## src/rtl/dlsc_apb_pkg.sv

```systemverilog
// Shared APB definitions: phase encodings for benches and strobe-width helpers.
package dlsc_apb_pkg;

    typedef enum logic [1:0] {
        APB_IDLE   = 2'd0,
        APB_SETUP  = 2'd1,
        APB_ACCESS = 2'd2
    } apb_phase_t;

    // Number of byte-offset address bits below the register index.
    function automatic int strb_log2(input int strb);
        int r;
        r = 0;
        for (int i = 0; i < 31; i++) begin
            if ((1 << i) < strb) begin
                r = i + 1;
            end else begin
                r = r;
            end
        end
        return r;
    endfunction

endpackage

```

## src/rtl/dlsc_apb_regbank_reg.sv

```systemverilog
// One control register: byte-strobed write, parameterised reset value and a
// write pulse that lines up with the updated value.
module dlsc_apb_regbank_reg
    import dlsc_apb_pkg::*;
#(
    parameter int              DATA      = 32,
    parameter int              STRB      = DATA / 8,
    parameter logic [DATA-1:0] RESET_VAL = '0
) (
    input  logic            clk,
    input  logic            rst,
    input  logic            we,
    input  logic [DATA-1:0] wdata,
    input  logic [STRB-1:0] strb,
    output logic [DATA-1:0] value,
    output logic            wr_pulse
);

    logic [DATA-1:0] value_d, value_q;
    logic            wr_d, wr_q;

    // Next value: only strobed bytes change; the pulse fires even with no strobes.
    always_comb begin
        value_d = value_q;
        for (int b = 0; b < STRB; b++) begin
            if (we && strb[b]) begin
                value_d[b*8 +: 8] = wdata[b*8 +: 8];
            end else begin
                value_d[b*8 +: 8] = value_q[b*8 +: 8];
            end
        end
        wr_d = we;
    end

    // Register state and pulse flop.
    always_ff @(posedge clk or posedge rst) begin
        if (rst) begin
            value_q <= RESET_VAL;
            wr_q    <= 1'b0;
        end else begin
            value_q <= value_d;
            wr_q    <= wr_d;
        end
    end

    assign value    = value_q;
    assign wr_pulse = wr_q;

endmodule

```

## src/rtl/dlsc_apb_regbank.sv

```systemverilog
// APB slave register bank: REGS word registers, fixed wait states, slverr on
// bad addresses, RO slots returning live status from csr_in.
module dlsc_apb_regbank
    import dlsc_apb_pkg::*;
#(
    parameter int                   ADDR    = 32,
    parameter int                   DATA    = 32,
    parameter int                   STRB    = DATA / 8,
    parameter int                   REGS    = 8,
    parameter int                   WAIT    = 0,
    parameter logic [REGS-1:0]      RO_MASK = '0,
    parameter logic [REGS*DATA-1:0] RESET   = '0
) (
    input  logic                 clk,
    input  logic                 rst,
    input  logic [ADDR-1:0]      apb_addr,
    input  logic                 apb_sel,
    input  logic                 apb_enable,
    input  logic                 apb_write,
    input  logic [DATA-1:0]      apb_wdata,
    input  logic [STRB-1:0]      apb_strb,
    output logic                 apb_ready,
    output logic [DATA-1:0]      apb_rdata,
    output logic                 apb_slverr,
    output logic [REGS*DATA-1:0] csr_out,
    input  logic [REGS*DATA-1:0] csr_in,
    output logic [REGS-1:0]      csr_wr
);

    localparam int              LB       = strb_log2(STRB);
    localparam int              IDXW     = (REGS > 1) ? $clog2(REGS) : 1;
    localparam logic [ADDR-1:0] LOW_MASK = ADDR'((64'd1 << LB) - 64'd1);

    logic            access_s, ready_s, err_s, oob_s, ro_s, commit_s;
    logic [IDXW-1:0] idx_s;
    logic [3:0]      cnt_d, cnt_q;
    logic [DATA-1:0] rd_val_s;
    logic [DATA-1:0] reg_val_s [REGS];

    // Address decode: index, range/alignment/upper-bit error, RO lookup.
    always_comb begin
        idx_s    = IDXW'(apb_addr >> LB);
        oob_s    = ({1'b0, idx_s} >= (IDXW+1)'(REGS));
        err_s    = oob_s | ((apb_addr & LOW_MASK) != '0) | ((apb_addr >> (LB + IDXW)) != '0);
        ro_s     = 1'b0;
        rd_val_s = '0;
        if (!oob_s) begin
            ro_s     = RO_MASK[idx_s];
            rd_val_s = ro_s ? csr_in[idx_s*DATA +: DATA] : reg_val_s[idx_s];
        end else begin
            ro_s     = 1'b0;
            rd_val_s = '0;
        end
    end

    // Handshake: ready is combinational from the registered wait count so
    // WAIT=0 completes in the first ACCESS cycle.
    always_comb begin
        access_s   = apb_sel & apb_enable;
        ready_s    = access_s && (cnt_q == 4'(WAIT));
        cnt_d      = (!access_s || ready_s) ? 4'd0 : cnt_q + 4'd1;
        commit_s   = ready_s & apb_write & ~err_s & ~ro_s;
        apb_ready  = ready_s;
        apb_slverr = ready_s & err_s;
        apb_rdata  = (ready_s && !apb_write && !err_s) ? rd_val_s : '0;
    end

    // Wait-state counter.
    always_ff @(posedge clk or posedge rst) begin
        if (rst) begin
            cnt_q <= 4'd0;
        end else begin
            cnt_q <= cnt_d;
        end
    end

    for (genvar i = 0; i < REGS; i++) begin : g_reg
        if (RO_MASK[i]) begin : g_ro
            assign reg_val_s[i]            = '0;
            assign csr_wr[i]               = 1'b0;
            assign csr_out[i*DATA +: DATA] = '0;
        end else begin : g_rw
            dlsc_apb_regbank_reg #(
                .DATA      (DATA),
                .STRB      (STRB),
                .RESET_VAL (RESET[i*DATA +: DATA])
            ) u_reg (
                .clk      (clk),
                .rst      (rst),
                .we       (commit_s && (idx_s == IDXW'(i))),
                .wdata    (apb_wdata),
                .strb     (apb_strb),
                .value    (reg_val_s[i]),
                .wr_pulse (csr_wr[i])
            );
            assign csr_out[i*DATA +: DATA] = reg_val_s[i];
        end
    end

endmodule

```

## config.mk

```make
export PLATFORM = sky130hd
export DESIGN_NAME = dlsc_apb_regbank
export DESIGN_NICKNAME = d
export VERILOG_FILES = /design/src/rtl/dlsc_apb_pkg.sv /design/src/rtl/dlsc_apb_regbank_reg.sv /design/src/rtl/dlsc_apb_regbank.sv
export SDC_FILE = /design/constraint.sdc
export NUM_CORES = 1
export LEC_CHECK = 0
export BUFFER_PORTS_ARGS = -buffer_cell sky130_fd_sc_hd__buf_2
export CAP_MARGIN = 20
export CORE_AREA = 2 2 247 249
export CTS_BUF_LIST = sky130_fd_sc_hd__clkbuf_8
export DETAILED_ROUTE_END_ITERATION = 6
export DIE_AREA = 0 0 249 251
export PLACE_DENSITY = 0.55
export SLEW_MARGIN = 20
export SYNTH_ARGS = -nofsm -noshare
export SYNTH_HDL_FRONTEND = slang
export SYNTH_SLANG_ARGS = --single-unit
```

## constraint.sdc

```tcl
create_clock -name clk -period 15.5 [get_ports clk]
set_input_delay 0.775 -clock clk [delete_from_list [all_inputs] [get_ports clk]]
set_output_delay 0.775 -clock clk [all_outputs]
set_load 0.05 [all_outputs]
```

# Word level (Yosys, flattened, before mapping)
# Memories as Yosys holds them, arrays and structs flattened.
# Index checks and enable logic that the tools add are counted.
totals:
  regBits: 268
  latch_bits: 0
  ramBits: 0
  rom_bits: 8
  inputBits: 329
  out_inout_bits: 298
  mem_count: 1
classes:
  n_addsub: 1
  n_mul: 0
  div_mod_pow: 0
  n_lt_le_gt_ge: 2
  eq_ne: 7
  n_shift: 1
  mux: 7
  n_bitwise: 9
  n_reduce_logical: 51
memory_table:
  columns: ["name", "depth", "word_bits", "rd", "rd_ports_with_merged_regs", "write_ports", "line_no", "source"]
  rows:
  - ["(name not given)", 8, 1, 1, 0, 0, "dlsc_apb_regbank.sv:48", "ro_s = RO_MASK[idx_s];"]
op_table:
  columns: ["operator", "n"]
  rows:
  - ["$shiftx 256x9->32", 1]
  - ["$mux 32", 4]
  - ["$bmux 32 s3", 1]
  - ["$reduce_bool 32->1", 2]
  - ["$logic_and 1x1->1", 43]
  - ["$eq 3x3->1 const B", 4]
  - ["$eq 3x2->1 const B", 2]
  - ["$and 1x1->1", 5]
  - ["$add 4x1->4 const B", 1]
  - ["$ge 4x4->1 const B", 1]
  - ["$logic_not 4->1", 1]
  - ["$lt 3x4->1 const B", 1]
  - ["$mux 4", 1]
  - ["$not 3->4", 1]
  - ["$eq 3x1->1 const B", 1]
  - ["$logic_not 1->1", 3]
  - ["$logic_not 3->1", 1]
  - ["$not 1->1", 2]
  - ["$logic_or 1x1->1", 1]
  - ["$mux 1", 1]
  - ["$or 1x1->1", 1]

# Logic depth before layout (Yosys ltp)
depth:
  word_depth: 7
  ltp_mapped: 9
  depth_no_buf: 6

# By module
# Synthesis repeated with hierarchy kept, for this count alone.
unflattened:
  cells_unflattened: 772
  area_unflattened_um2: 12479.5
by_module_without_submodules:
  columns: ["mod", "instances", "cells_per_inst", "area_per_inst_um2", "seq_area_each_um2"]
  rows:
  - ["dlsc_apb_regbank_reg", 8, 70, 1214.9, 825.8]
  - ["dlsc_apb_regbank", 1, 212, 2760.1, 100.1]

# Least setup slack after synthesis
# OpenSTA, ideal clock, no wires.
synth_path:
  path_kind: "input to output"
  from: "input apb_addr[1]"
  to: "output apb_rdata[10]"
  arrival_time_ps: 2943
  required_time_ps: 14725
  slack_ps: 11782
  cell_stages: 7
  path_cell_list: "nor4_1 nand4_2 buf_6 or4_1 clkbuf_1 buf_2 nor2_1"
synth_between:
  elab_chain_cells: 5
synth_lines:
  columns: ["item", "line_no", "source"]
  rows:
  - ["start, declared", "dlsc_apb_regbank.sv:16", "input logic [ADDR-1:0] apb_addr,"]
  - ["$reduce_bool 32->1", "dlsc_apb_regbank.sv:44", "err_s = oob_s | ((apb_addr & LOW_MASK) != '0) | ((apb_addr >> (LB + IDXW)) != '0);"]
  - ["$or 1x1->1", "dlsc_apb_regbank.sv:44", null]
  - ["$logic_not 1->1", "dlsc_apb_regbank.sv:65", "apb_rdata = (ready_s && !apb_write && !err_s) ? rd_val_s : '0;"]
  - ["$logic_and 1x1->1", "dlsc_apb_regbank.sv:65", null]
  - ["$mux 32", "dlsc_apb_regbank.sv:65", null]
  - ["end, declared", "dlsc_apb_regbank.sv:23", "output logic [DATA-1:0] apb_rdata,"]
# Every way passes these cells.

# Worst setup path after layout
layout_path:
  from: "input apb_addr[11]"
  to: "output apb_rdata[26]"
# Same word-level chain as after synthesis.

==> metrics.txt <==
Synth Register Bits=between 200 and 300; top cell type's share of synthesized area=0.497; CTS sink count=268; leakage=0.00928 uW; internal power=1080 uW; Final Hold Vio Count=0; Seq/Total Area, Yosys=0.497; Psw=~350 uW; Post-Synth XOR/XNOR Area=0.000649; synth unique cells=35; latest clock arrival within the worst-skew pair=about 0.61 ns; placed cells=1924; layout cells sized above 1=0.630; simple-gate share of the synthesized area=0.0640; post-detail-place hpwl=between 30000 and 40000 um; fin util=0.282; Via density=~4.4; Mapped Nets=1175; top cell type by total area after synthesis=dfrtp_1; critical path's largest stage delay=between 1 and 1.5 ns; kind of critical path=primary input to primary output; f_max=between 200 and 250 MHz; GRT Overall Usage=0.138; CTS Buf Count=49; status=finished, final reports clean; vias in the first global route=9415; final setup TNS=0 ns; Post-synth EDFFs=0; DR pass1 iterations=4; worst vdd ir=roughly 0.063 mV; PortBufs=370; Seq pwr share=0.487; CP required=~15 ns; syn_area_per_cell=between 15 and 20 sq um; clock power share=0.466; Reg clk slew, reported paths=0.05 ns; post-synthesis adder-cell area fraction=0.00185; Cell Area, Synth=between 10000 and 15000 sq um; Area Growth Syn to Fin=24.8%; Routed WL per cell=about 22 um; final WL=approximately 43000 um; most frequent CP cell=buf_2; # IOs=roughly 630; largest net degree at the start of global routing=161; number of fillers in the final layout=~6100; Net Sw Frac=0.246; Layout Cells excl Fill=a little over 2000; total grt overflow=0; main area contributors after synthesis=dfrtp_1, mux2_4, mux4_2, mux2_2, mux2i_1; Core Area=~60000 sq um; initial antenna violation count=1; Min-Delay Path Class=primary input to async pin; Primary FF master, synth=dfrtp_1; Max Slew Vio Count=0; site row count=90; crit path capture type=primary output; CP max FO=32; post-synthesis mux area share=0.394; Post-Place Worst Slack=between 10 and 15 ns; fin crit share=0.298; FFs w/ async S/R, synth=1.00; CTS resizes=0; worst-path cell chain=buf_2 -> nor4_1 -> nand4_2 -> or4_2 -> nor2_1 -> buf_2; Antenna Nets Post-Route=0; CTS tree=yes; YS warnings=0; clk root buf=clkbuf_8; max_cap viols=0; initial drt markers=514; final clock skew=between 0.02 and 0.03 ns; Arrival @ worst endpoint=around 3.9 ns; DRC Markers=0; final setup violation count=0; H-tree depth=2; die height=approximately 250 um; Post CTS Setup Buffer Count=0; hold buffer count at CTS=0; crit path launch type=primary input; RSZ-0062 raised after global routing=false; worst-case clock buffer depth=3; Die ar.=around 62000 sq um; Total Nets Final=roughly 1500; die width=roughly 250 um; Critical-path top delay cell=or4_2; worst-margin pin slew=approximately 1.1 ns; global-route wire length before repair=between 60000 and 70000 um; Via Count=approximately 9000; Slew HR=0.276; PnR worst setup slack=between 10 and 15 ns; main combinational cell family by area after synthesis=multiplexers; Synth Instances=about 840; minimum clock period=approximately 4.6 ns; Initial Util=0.226; logic gate share of total power=0.047; total power=1440 uW; PD cells=85.3 nW/um^2; compound-cell area share of the yosys netlist=0.000371; Placer Congestion=a little under 0.8
==> synth_stat cells, types with 5 or more instances <==
library cell  instances
mux2_2               73
mux2_4              176
nand4_1              16
or4_1                28
mux4_2               64
buf_6                26
buf_4                 8
buf_2                17
inv_1                 6
nor4_1                7
clkbuf_1             19
mux2_1                8
nor2_1               38
buf_1                 5
mux2i_1              32
nand3_1              18
dfrtp_1             268
==> area by class of cell <==
cell class | count | area (sq um) | share of cell area
inverter | 6 | 30.0 | 0.00178
sequential | 268 | 6710 | 0.398
multi-input combinational | 492 | 6230 | 0.370
timing repair buffer | 377 | 1930 | 0.115
clock inverter | 27 | 143 | 0.00847
tap | 782 | 978 | 0.0581
antenna | 2 | 5.00 | 0.000297
clock buffer | 60 | 826 | 0.0490
==> layout by cell type, fill, tap and decap left out, types with 4 or more instances in the layout <==
cell and count:
and3_1 4, mux2_1 8, mux2i_1 32, clkinv_2 6, nor3b_1 4, mux4_2 64, nor4_1 7, nor4_4 4
or4_1 27, inv_1 23, nand3_1 17, nor2_1 38, buf_4 8, mux2_4 176, clkbuf_8 60, dfrtp_1 268
buf_2 367, mux2_2 73, nand4_1 16
==> registers in the layout, summed over array words and instances, names as in the netlist <==
signal	flops
cnt_q	4
g.g_rw.u_reg.wr_pulse	8
g.g_rw.u_reg.value	256
==> kinds of logic after synthesis <==
| group | count (synthesis) |
|---|---|
| compound gates | 1 |
| xor+xnor | 1 |
| fa+ha+maj | 2 |
| buf+inv | 84 |
| flops | 268 |
| mux | 353 |
| simple gates | 135 |
==> metal layers <==
| metal | up-vias | GRT usage | share of wire |
|---|---|---|---|
| li1 | 3868 | - | - |
| met1 | 4608 | 0.190 | 0.47 |
| met2 | 388 | 0.205 | 0.43 |
| met3 | 57 | 0.0446 | 0.081 |
| met4 | 0 | 0.0402 | 0.019 |
| met5 | - | 0 | 0 |
==> per-stage QoR <==
step | hold WS, ns | cell area (sq um)
2_1_floorplan | 0.464 | 13500
6_report | 0.219 | 16800
5_1_grt | 0.297 | 16800
3_5_place_dp | 0.508 | 15900
4_1_cts | 0.259 | 16800
3_3_place_gp | 0.488 | 15900
==> critical path: cells and delay by family <==
family	cells	cell delay (ns)
AND/OR/NAND/NOR	4	2.60
buffers and inverters	2	0.43
==> power by group through the flow <==
stage / combinational [uW] / sequential, uW / clock, uW
floorplan: 37.4 / 713 / 0
global placement: 68.9 / 712 / 0
detailed placement: 70.4 / 712 / 0
CTS: 70.4 / 700 / 697
global route: 75.6 / 699 / 729
finish: 68.1 / 700 / 669
==> path summary, 6_finish.rpt <==
check	slack, ns	to	start	cells past startpoint
max	10.88	apb_rdata[26]	apb_addr[11]	6
min	0.22	g_reg[6].g_rw.u_reg.value[28]	rst	2
max reg2reg	12.76	g_reg[4].g_rw.u_reg.value[5]	cnt_q[0]	7
min reg2reg	0.51	cnt_q[0]	cnt_q[0]	1
max in group asynchronous	13.72	g_reg[4].g_rw.u_reg.value[10]	rst	3
min in group clk	0.48	cnt_q[2]	apb_enable	3
No activity file was read; power rests on OpenSTA's default activity.
